**config.mk**
```make
export PLATFORM = sky130hd
export DESIGN_NAME = mem_loader
export DESIGN_NICKNAME = d
export VERILOG_FILES = /design/src/rtl/mem_loader.sv
export SDC_FILE = /design/constraint.sdc
export NUM_CORES = 1
export LEC_CHECK = 0
export CORE_MARGIN = 1
export CORE_UTILIZATION = 57
export DETAILED_ROUTE_END_ITERATION = 8
export DONT_BUFFER_PORTS = 1
export PLACE_DENSITY = 0.75
export SETUP_SLACK_MARGIN = 0.05
export SLEW_MARGIN = 20
export SYNTH_ARGS = -nofsm -noshare
export SYNTH_HDL_FRONTEND = slang
export SYNTH_SLANG_ARGS = --single-unit
```
**constraint.sdc**
```tcl
create_clock -name clk -period 2.8 [get_ports clk]
set_input_delay 0 -clock clk [delete_from_list [all_inputs] [get_ports clk]]
set_output_delay 0 -clock clk [all_outputs]
set_load 0.02 [all_outputs]
```
**src/rtl/mem_loader.sv**
```systemverilog
// mem_loader: host-side loader driving the CPU external memory ports and enable.
// Optional LOADER_CHECKSUM_EN appends a 32-bit sum of written words to the output stream.
module mem_loader #(
    parameter int IMEM_DEPTH = 128,
    parameter int DMEM_DEPTH = 256
) (
    input  logic        clk,
    input  logic        rst,
    input  logic        s_valid,
    output logic        s_ready,
    input  logic [31:0] s_data,
    output logic        m_valid,
    input  logic        m_ready,
    output logic [31:0] m_data,
    output logic [31:0] imem_addr,
    output logic        imem_wen,
    output logic        imem_ren,
    output logic [31:0] imem_wdata,
    input  logic [31:0] imem_rdata,
    output logic [31:0] dmem_addr,
    output logic        dmem_wen,
    output logic        dmem_ren,
    output logic [31:0] dmem_wdata,
    input  logic [31:0] dmem_rdata,
    output logic        cpu_enable,
    output logic        busy,
    output logic        err
);
    typedef enum logic [2:0] {
        IDLE, WRITE, RD_REQ, RD_CAP, RD_OUT
`ifdef LOADER_CHECKSUM_EN
        , CKSUM
`endif
    } state_t;

    state_t      state_q, state_d;
    logic [15:0] cnt_q, cnt_d, cnt_inc, n_q, hdr_n;
    logic [1:0]  hdr_op;
    logic        tgt_q, hdr_tgt;
    logic        hdr, wr, mem_op, depth_bad, hdr_go, hdr_bad, last;
    logic        rd_go, rd_tgt, i_acc, d_acc;
    logic [31:0] acc_addr;
`ifdef LOADER_CHECKSUM_EN
    logic [31:0] sum_q;
`endif

    assign hdr_op    = s_data[31:30];
    assign hdr_tgt   = s_data[29];
    assign hdr_n     = s_data[15:0];
    assign hdr       = state_q == IDLE && s_valid && s_ready;
    assign wr        = state_q == WRITE && s_valid && s_ready;
    assign mem_op    = !hdr_op[1] && hdr_n != 16'd0;
    assign depth_bad = {16'd0, hdr_n} > (hdr_tgt ? 32'(DMEM_DEPTH) : 32'(IMEM_DEPTH));
    assign hdr_go    = hdr && mem_op && !cpu_enable && !depth_bad;
    assign hdr_bad   = hdr && mem_op && (cpu_enable || depth_bad);
    assign cnt_inc   = cnt_q + 16'd1;
    assign last      = cnt_inc == n_q;
    // A read request is issued on entry to RD_REQ so ren is a clean registered pulse
    assign rd_go     = state_d == RD_REQ;
    assign rd_tgt    = state_q == IDLE ? hdr_tgt : tgt_q;
    assign i_acc     = (wr && !tgt_q) || (rd_go && !rd_tgt);
    assign d_acc     = (wr && tgt_q) || (rd_go && rd_tgt);
    assign acc_addr  = {14'd0, wr ? cnt_q : cnt_d, 2'b00};

    always_ff @(posedge clk) begin
        if (rst) begin
            state_q <= IDLE;
            cnt_q   <= '0;
        end else begin
            state_q <= state_d;
            cnt_q   <= cnt_d;
        end
    end

    always_comb begin
        state_d = state_q;
        cnt_d   = cnt_q;
        case (state_q)
            IDLE: begin
                cnt_d = '0;
                if (hdr_go) state_d = hdr_op[0] ? RD_REQ : WRITE;
            end
            WRITE: if (wr) begin
                cnt_d = cnt_inc;
`ifdef LOADER_CHECKSUM_EN
                if (last) state_d = CKSUM;
`else
                if (last) state_d = IDLE;
`endif
            end
            RD_REQ: state_d = RD_CAP;
            RD_CAP: state_d = RD_OUT;
            RD_OUT: if (m_ready) begin
                cnt_d   = cnt_inc;
                state_d = last ? IDLE : RD_REQ;
            end
`ifdef LOADER_CHECKSUM_EN
            CKSUM: if (m_ready) state_d = IDLE;
`endif
            default: state_d = IDLE;
        endcase
    end

    always_comb begin
        s_ready = !rst && (state_q == IDLE || state_q == WRITE);
        busy    = state_q != IDLE;
    end

    always_ff @(posedge clk) begin
        if (rst) begin
            n_q        <= '0;
            tgt_q      <= 1'b0;
            m_valid    <= 1'b0;
            m_data     <= '0;
            imem_addr  <= '0;
            imem_wen   <= 1'b0;
            imem_ren   <= 1'b0;
            imem_wdata <= '0;
            dmem_addr  <= '0;
            dmem_wen   <= 1'b0;
            dmem_ren   <= 1'b0;
            dmem_wdata <= '0;
            cpu_enable <= 1'b0;
            err        <= 1'b0;
`ifdef LOADER_CHECKSUM_EN
            sum_q      <= '0;
`endif
        end else begin
            if (hdr) begin
                n_q   <= hdr_n;
                tgt_q <= hdr_tgt;
            end
            if (hdr && hdr_op == 2'b10) cpu_enable <= 1'b1;
            if (hdr && hdr_op == 2'b11) cpu_enable <= 1'b0;
            if (hdr_bad) err <= 1'b1;
            imem_wen   <= wr && !tgt_q;
            dmem_wen   <= wr && tgt_q;
            imem_wdata <= (wr && !tgt_q) ? s_data : '0;
            dmem_wdata <= (wr && tgt_q) ? s_data : '0;
            imem_ren   <= rd_go && !rd_tgt;
            dmem_ren   <= rd_go && rd_tgt;
            if (i_acc) imem_addr <= acc_addr;
            if (d_acc) dmem_addr <= acc_addr;
`ifdef LOADER_CHECKSUM_EN
            m_valid <= state_d == RD_OUT || state_d == CKSUM;
            if (hdr_go && !hdr_op[0]) sum_q <= '0;
            else if (wr) sum_q <= sum_q + s_data;
            if (wr && last) m_data <= sum_q + s_data;
`else
            m_valid <= state_d == RD_OUT;
`endif
            if (state_q == RD_CAP) m_data <= tgt_q ? dmem_rdata : imem_rdata;
        end
    end
endmodule
```
==> results of run 1 <==
sequential cells by signal, summed over array words and instances, names as in the netlist, 3 cells and up:
name and count:
state_q 3, imem_wdata 32, m_data 32, cnt_q 16, dmem_addr 16, dmem_wdata 32
imem_addr 16, n_q 16
cells in the final DEF, fill, tap and decap left out, types with 7 or more instances in the layout:
cell type / instances
nor2_1: 81
dlygate4sd3_1: 99
dfxtp_2: 11
clkbuf_16: 18
a211oi_1: 33
nand2_1: 53
and3_1: 7
nand3_1: 9
and2_1: 63
mux2i_1: 44
o21ai_0: 23
conb_1: 32
xnor2_1: 14
mux2_4: 22
buf_4: 52
inv_1: 10
nand2b_1: 12
nor3_1: 27
or3_1: 8
dfxtp_1: 158
a21oi_1: 36
nor2b_1: 26
nand3b_1: 16
path summary, 6_finish.rpt:
kind | cells after the start | slack, ns | to | startpoint
setup / recovery | 9 | -0.004 | dmem_addr[13]$_SDFFE_PP0P_ | n_q[9]$_SDFFE_PP0P_
hold / removal | 2 | 0.04 | dmem_ren$_SDFF_PP0_ | s_data[29]
setup reg to reg | 9 | -0.004 | dmem_addr[13]$_SDFFE_PP0P_ | n_q[9]$_SDFFE_PP0P_
hold reg to reg | 1 | 0.47 | imem_wdata[30]$_SDFF_PP0_ | tgt_q$_SDFFE_PP0P_
cell families (layout without fill, tap and decap cells):
family                     after synthesis  count (layout)  synth area share [%]
AOI/OAI and AO/OA                      121             121                  11.2
xor gates and xnor gates                20              20                  2.32
buffers and inverters                  102             200                  7.30
other                                    1              32                0.0497
muxes                                   68              68                  9.92
DFF                                    171             171                  45.4
adders and majority gates                3               3                 0.498
and+or+nand+nor                        335             335                  23.3
report_power, final:
| group | switching [uW] | internal (uW) | leakage (uW) | total (uW) |
|---|---|---|---|---|
| Sequential | 21.3 | 2450 | 0.00139 | 2470 |
| Combinational | 190 | 191 | 0.00227 | 381 |
| Clock | 1020 | 1270 | 0.000283 | 2300 |
| Total | 1240 | 3910 | 0.00394 | 5150 |
metal layers:
layer / routed length, um / share of wire (%) / up-vias / global-route usage [%]
li1: - / - / 2984 / -
met1: 7780 / 37 / 2981 / 32.8
met2: 11400 / 54 / 278 / 56.4
met3: 1160 / 5.5 / 54 / 7.36
met4: 759 / 3.6 / 0 / 13.5
met5: 0 / 0 / - / 0
metrics by stage:
step / instance area [sq um] / utilization, %
global placement: 7800 / 61.1
CTS: 9440 / 73.9
detailed placement: 7800 / 61.1
finish: 9640 / 75.5
floorplan: 7740 / -
global route: 9640 / 75.5
final cells by class:
type                    instances  area, sq um  area share [%]
clock buffers                  19          443            4.60
flip-flops and latches        171         3440            35.7
repair buffers                158         1510            15.7
multi-input cells             579         3860            40.0
clock inverters                13          131            1.36
well taps                     172          215            2.23
inverters                      10         37.5           0.389
synthesized netlist by cell type (6+ instances only):
cell type / count
nand3_1: 14
and2_1: 63
buf_1: 10
nand2_1: 54
or3_1: 8
nand3b_1: 16
buf_4: 34
a211oi_1: 34
nor3_1: 30
mux2_4: 10
a21oi_1: 36
mux2_2: 14
inv_1: 10
nand2b_1: 12
xnor2_1: 15
dfxtp_1: 171
mux2i_1: 44
nor2_1: 82
o21ai_0: 23
nor2b_1: 26
and3_1: 7
clkbuf_1: 40
buf_2: 6
worst max-delay path, cell delays in order (launching register included):
cell and delay, ns:
dfxtp_2 0.34, xnor2_2 0.15, or3_1 0.31, a211o_1 0.29, a2111oi_4 0.36, o2111ai_4 0.21
a21bo_4 0.29, a31oi_4 0.23, clkbuf_16 0.21, mux2_4 0.30
what timing repair did:
item / in CTS / in global routing
setup buffers: 1 / 7
hold buffers: 100 / 0
endpoints found under the hold margin: 169 / 0
resized for setup: 9 / 30
pin swaps: 0 / 11
cloned: 0 / 1
setup endpoints to repair: 31 / 32
==> flow_summary.toml, run 1 <==
[min_path]
worstHoldPathType = "primary input to flip-flop"

[placed_design]
dp.final_hpwl_mm = 12.8
routabilityCongestion = 0.916
numPortBuffers = 0
dpl.cell_count = 981
dp_slack_ns = -0.100

[clocking]
clockRootBuffer = "clkbuf_16"
cts_buffer_depth = 2
cts_buffers = 17
htreeDepth = 4
cts.reportedPaths.clkPinSlew_ns = 0.07
clk_latency_ns = 0.42
cts_tree = "done"
numClockSinks = 171

[route]
route.detailed.wl_per_inst_um = 18.8
drt_iter0_drc = 420
drt-pass1-iter-count = 7
routed_wl_mm = 21.1
drc = 0
via_per_inst = 5.61
num_vias = 6297
ant_nets = 0

[layout]
nFillCells = 838
antennaDiodeCount = 0
area_growth_pct = 27.8
final_cells = 1122
nNetsFinal = 1040
drive_gt1_share_pct = 16.4

[yosys]
synthCells = 821
synth.area.top_cells = "dfxtp_1, mux2i_1, and2_1"
synth_top_area_share_pct = 45.4
synthFlopType = "dfxtp_1"
ys_warn_count = 0
ys_types = 54
ys_async_sr_fraction_pct = 0
synth-edff-count = 0
synth_top_area_cell = "dfxtp_1"
ys_ff_latch = 171
seq_area_frac_synth_pct = 45.4
synth.avg_cell_area_sq_um = 9.19
synth_area_sq_um = 7540

[setup_path]
crit_type = "flip-flop to flip-flop"
startpoint_type = "flip-flop"
end_kind = "flip-flop"
crit_arrival_ns = 3.11
crit_path_max_fanout = 6
crit_required_ns = 3.11

[floorplan]
die_area_sq_um = 13700
die_w_um = 117
num_rows = 41
io_pins = 269
initial_core_util_pct = 59.0
fp.dieH_um = 117
design.core.area_sq_um = 12800

[grt]
antenna_found_initial = 0
grt-ovfl-total = 0
track_usage_pct = 30.4
grt_pass1_wl_mm = 31.5
grt_max_degree = 123
grt_pass1_vias = 6090

[sta]
tightest_slew_ns = 0.835
slew_violations = 0
holdWs_ns = 0.0405
finalSetupTns_ns = -0.00389
fin_skew_ns = 0.00981
setup_viol = 1
period_minus_slack_ns = 2.80
fmax_mhz = 357
hold_violations = 0
rsz0062_at_grt = "true"
min_period_over_period_pct = 100
slew_headroom_pct = 43.9
setup_ws_ns = -0.00389

[outcome]
violations = "negative setup slack"
run_status = "finished, violations left"

[power]
leakage_uw = 0.00394
power_uw = 5150
power.density_nw_per_um2 = 534
vdd_drop_max_uv = 606

[job]
cap_violations = 0
Note: power is estimated with default switching activity, not from simulation.
==> run 2, diff against run 1 <==
--- a/config.mk
+++ b/config.mk
@@ -6,10 +6,10 @@
 export NUM_CORES = 1
 export LEC_CHECK = 0
 export CORE_MARGIN = 1
-export CORE_UTILIZATION = 57
+export CORE_UTILIZATION = 50
 export DETAILED_ROUTE_END_ITERATION = 8
 export DONT_BUFFER_PORTS = 1
-export PLACE_DENSITY = 0.75
+export PLACE_DENSITY = 0.68
 export SETUP_SLACK_MARGIN = 0.05
 export SLEW_MARGIN = 20
 export SYNTH_ARGS = -nofsm -noshare
==> flow_summary.toml, run 2 (synthesis results as in run 1) <==
[outcome]
violations = "design-rule violations, negative setup slack"
run_status = "finished, violations left"

[clocking]
cts_buffer_depth = 2
cts_buffers = 17
numClockSinks = 171
htreeDepth = 4
cts_tree = "done"
cts.reportedPaths.clkPinSlew_ns = 0.07
clockRootBuffer = "clkbuf_16"
clk_latency_ns = 0.43

[setup_path]
end_kind = "flip-flop"
crit_arrival_ns = 3.13
crit_path_max_fanout = 12
crit_required_ns = 3.12
startpoint_type = "flip-flop"
crit_type = "flip-flop to flip-flop"

[route]
drt_iter0_drc = 429
drt-pass1-iter-count = 6
route.detailed.wl_per_inst_um = 18.3
ant_nets = 0
drc = 10
via_per_inst = 5.43
num_vias = 6128
routed_wl_mm = 20.7

[layout]
nNetsFinal = 1034
area_growth_pct = 26.5
top_regs = "dmem_wdata: 32 flops, imem_wdata: 32 flops, m_data: 32 flops"
final_common_cell = "dfxtp_1"
final_cell_mix = "dfxtp_1, dlygate4sd3_1, nor2_1, and2_1, nand2_1"
final_cells = 1129
fin_util_pct = 65.2
design_area_sq_um = 9540
drive_gt1_share_pct = 15.0

[power]
vdd_drop_max_uv = 431
power.density_nw_per_um2 = 541
leakage_uw = 0.00387

[sta]
slew_headroom_pct = 42.6
fmax_mhz = 355
setup_ws_ns = -0.0155
slew_violations = 0
fin_skew_ns = 0.00649
period_minus_slack_ns = 2.82
finalSetupTns_ns = -0.0553
min_period_over_period_pct = 101
rsz0062_at_grt = "true"
setup_viol = 5
hold_violations = 0
tightest_slew_ns = 0.854

[grt]
track_usage_pct = 26.6
grt_pass1_vias = 6161
grt-ovfl-total = 0
grt_max_degree = 123
grt_pass1_wl_mm = 32.5
antenna_found_initial = 1

[placed_design]
numPortBuffers = 0
dp.final_hpwl_mm = 13.0
dpl.cell_count = 988
routabilityCongestion = 0.909
placed_area_sq_um = 7790

[floorplan]
die_w_um = 125
initial_core_util_pct = 51.5
design.core.area_sq_um = 14600
io_pins = 269
fp.dieH_um = 125
die_area_sq_um = 15600
num_rows = 44

[min_path]
worstHoldPathType = "primary input to flip-flop"

[job]
cap_violations = 0
run 2: cell types whose count changed in the layout (fill, tap and decap cells not counted), sizes merged:
| cell | previous run | this run |
|---|---|---|
| buf | 58 | 53 |
| clkbuf | 20 | 18 |
| clkinv | 4 | 5 |
| clkinvlp | 1 | 0 |
| diode | 0 | 1 |
| inv | 17 | 18 |
run 2: metal layers:
metal  share of wire, %  routed length (um)  vias to the layer above  GRT usage [%]
li1                   -                   -                     2965              -
met1                 38                7790                     2921           27.8
met2                 55               11300                      205           50.2
met3                5.3                1100                       37           6.62
met4                2.5                 517                        0           11.3
met5                  0                   0                        -              0
run 2: worst paths after layout:
path,start,end,slack (ns),cells past startpoint
setup / recovery,cnt_q[9]$_SDFF_PP0_,imem_addr[16]$_SDFFE_PP0P_,-0.02,11
hold / removal,s_valid,n_q[2]$_SDFFE_PP0P_,0.04,4
setup reg to reg,cnt_q[9]$_SDFF_PP0_,imem_addr[16]$_SDFFE_PP0P_,-0.02,11
hold reg to reg,n_q[12]$_SDFFE_PP0P_,n_q[12]$_SDFFE_PP0P_,0.50,2
run 2: report_power, final:
part / total (uW) / switching (uW) / internal (uW)
sequential: 2470 / 21.6 / 2450
combinational: 379 / 187 / 191
clock: 2320 / 1050 / 1260
total: 5170 / 1260 / 3900
run 2: critical path, stage by stage (launching register included):
cell and delay (ns):
dfxtp_1 0.35, xnor2_2 0.16, or3_4 0.33, a211o_1 0.29
a2111oi_4 0.31, o2111ai_2 0.21, buf_4 0.19, a21oi_4 0.16
buf_6 0.13, a31oi_4 0.09, buf_12 0.18, mux2_4 0.29
run 2: final cells by class:
| class | count | area, sq um |
|---|---|---|
| diodes | 1 | 2.50 |
| clock buffers | 18 | 429 |
| clock inverters | 14 | 151 |
| fillers | 1135 | 5100 |
| inverters | 10 | 37.5 |
| multi-input cells | 579 | 3800 |
| flip-flops and latches | 171 | 3440 |
| well taps | 184 | 230 |
| repair buffers | 152 | 1450 |
run 2: through the flow:
stage               power [uW]  hold WS (ns)  worst slack [ns]
CTS                       5180       0.00669           -0.0135
finish                    5170        0.0367           -0.0155
global placement          2720        0.0799           0.00761
floorplan                 2740        0.0989           0.00695
detailed placement        2720        0.0771           -0.0756
global route              5340        0.0449            -0.119
run 2: what timing repair did:
| action | 4_1_cts | 5_1_grt |
|---|---|---|
| endpoints found under the hold margin | 169 | 0 |
| setup buffers | 9 | 0 |
| gates cloned | 1 | 0 |
| pin swaps | 6 | 3 |
| hold buffers | 100 | 0 |
| resized for setup | 17 | 9 |
| endpoints found under the setup margin | 27 | 34 |
==> run 3, diff against run 2 <==
--- a/config.mk
+++ b/config.mk
@@ -7,9 +7,11 @@
 export LEC_CHECK = 0
 export CORE_MARGIN = 1
 export CORE_UTILIZATION = 50
+export CTS_BUF_LIST = sky130_fd_sc_hd__clkbuf_16
 export DETAILED_ROUTE_END_ITERATION = 8
 export DONT_BUFFER_PORTS = 1
-export PLACE_DENSITY = 0.68
+export GPL_ROUTABILITY_DRIVEN = 1
+export PLACE_DENSITY = 0.77
 export SETUP_SLACK_MARGIN = 0.05
 export SLEW_MARGIN = 20
 export SYNTH_ARGS = -nofsm -noshare
==> flow_summary.toml, run 3 (synthesis results as in run 1) <==
[outcome]
run_status = "finished, violations left"
violations = "design-rule violations, negative setup slack"

[sta]
hold_violations = 0
setup_viol = 14
tightest_slew_ns = 0.787
rsz0062_at_grt = "true"
min_period_over_period_pct = 102
fin_skew_ns = 0.0104
finalSetupTns_ns = -0.486
fmax_mhz = 349
period_minus_slack_ns = 2.87
slew_headroom_pct = 47.1
slew_violations = 0
setup_ws_ns = -0.0669

[setup_path]
end_kind = "flip-flop"
cp_slowest_cell = "dfxtp_2"
crit_type = "flip-flop to flip-flop"
startpoint_type = "flip-flop"
critical_path.max_stage_delay_ns = 0.34
rrSetupSlack_ns = -0.07
crit_arrival_ns = 3.18
path_cells = "xnor2_2 -> or3_1 -> a211o_1 -> a2111oi_4 -> o2111ai_2 -> a21bo_4 -> a31oi_4 -> clkbuf_16 -> mux2_4"
crit_required_ns = 3.11
crit_path_max_fanout = 6

[floorplan]
initial_core_util_pct = 51.5
io_pins = 269
fp.dieH_um = 125
num_rows = 44
die_area_sq_um = 15600
design.core.area_sq_um = 14600
die_w_um = 125

[grt]
track_usage_pct = 26.1
grt-ovfl-total = 0
grt_max_degree = 123
grt_pass1_vias = 6074
grt_pass1_wl_mm = 32.1
antenna_found_initial = 0

[clocking]
cts_buffers = 17
htreeDepth = 4
clk_latency_ns = 0.43
clockRootBuffer = "clkbuf_16"
cts_tree = "done"
numClockSinks = 171
cts.reportedPaths.clkPinSlew_ns = 0.07
cts_buffer_depth = 2

[layout]
nNetsFinal = 1037
antennaDiodeCount = 0
design_area_sq_um = 9610
nFillCells = 1154
final_common_cell = "dfxtp_1"
top_regs = "dmem_wdata: 32 flops, imem_wdata: 32 flops, m_data: 32 flops"
area_growth_pct = 27.4
drive_gt1_share_pct = 15.6
final_cell_mix = "dfxtp_1, dlygate4sd3_1, nor2_1, and2_1, nand2_1"

[route]
drt_iter0_drc = 493
route.detailed.wl_per_inst_um = 18.5
routed_wl_mm = 20.9
via_per_inst = 5.54
drt-pass1-iter-count = 7
ant_nets = 0
drc = 8
num_vias = 6268

[placed_design]
numPortBuffers = 0
placed_area_sq_um = 7800
dp.final_hpwl_mm = 12.9
routabilityCongestion = 0.920

[job]
cap_violations = 0

[min_path]
worstHoldPathType = "primary input to flip-flop"

[power]
leakage_uw = 0.00392
vdd_drop_max_uv = 416
power.density_nw_per_um2 = 538
[run 3: cell count changes in the layout (fill, tap and decap cells not counted), moves of 3 or more]
cell | before | now
dfxtp_1 | 163 | 159
clkinvlp_4 | 0 | 3
buf_4 | 45 | 48
dfxtp_2 | 6 | 9
buf_6 | 5 | 1
[run 3: power by group]
part	switching (uW)	internal (uW)	total, uW
Combinational	187	190	377
Clock	1070	1260	2330
Sequential	20.5	2450	2470
Total	1280	3900	5170
[run 3: what timing repair did]
item,in CTS,in global routing
hold buffers,101,0
pin swaps,2,7
buffers inserted,1,6
endpoints found under the setup margin,31,32
endpoints found under the hold margin,169,0
gates cloned,0,1
gates resized for setup,4,27
[run 3: layout make-up]
cell class | count | area [sq um] | share of cell area (%)
Clock buffer | 17 | 425 | 4.43
Timing Repair Buffer | 155 | 1500 | 15.6
Inverter | 10 | 37.5 | 0.391
Clock inverter | 15 | 154 | 1.60
Multi-Input combinational cell | 579 | 3810 | 39.7
Sequential cell | 171 | 3450 | 35.9
Tap cell | 184 | 230 | 2.40
[run 3: worst paths after layout]
kind	startpoint	to	cells after the start
setup / recovery	n_q[9]$_SDFFE_PP0P_	dmem_addr[13]$_SDFFE_PP0P_	9
hold / removal	s_data[30]	state_q[0]$_SDFF_PP0_	3
setup reg to reg	n_q[9]$_SDFFE_PP0P_	dmem_addr[13]$_SDFFE_PP0P_	9
hold reg to reg	n_q[0]$_SDFFE_PP0P_	n_q[0]$_SDFFE_PP0P_	2
[run 3: metrics by stage]
step                cells  util (%)  hold slack (ns)  power, uW  setup WS, ns
finish               1131      65.6           0.0532       5170       -0.0669
global route         1131      65.6           0.0562       5320        -0.136
CTS                  1124      64.4           0.0348       5180       -0.0348
detailed placement    990      53.3           0.0824       2720       -0.0492
global placement      990      53.3           0.0798       2710        0.0369
floorplan             852         -           0.0989       2740       0.00695
[run 3: per-layer routing]
layer / global-route usage (%) / vias up / wire length [um]
li1: - / 2970 / -
met1: 28.2 / 2934 / 7700
met2: 47.5 / 305 / 10900
met3: 7.13 / 59 / 1440
met5: 0 / - / 0
met4: 11.8 / 0 / 792
[run 3: critical path, delay by kind of cell, from the launching register on]
kind            cells  cell delay, ns
flops               1            0.34
xor+xnor            1            0.16
mux                 1            0.30
buf+inv             1            0.22
simple gates        1            0.32
compound gates      5            1.41
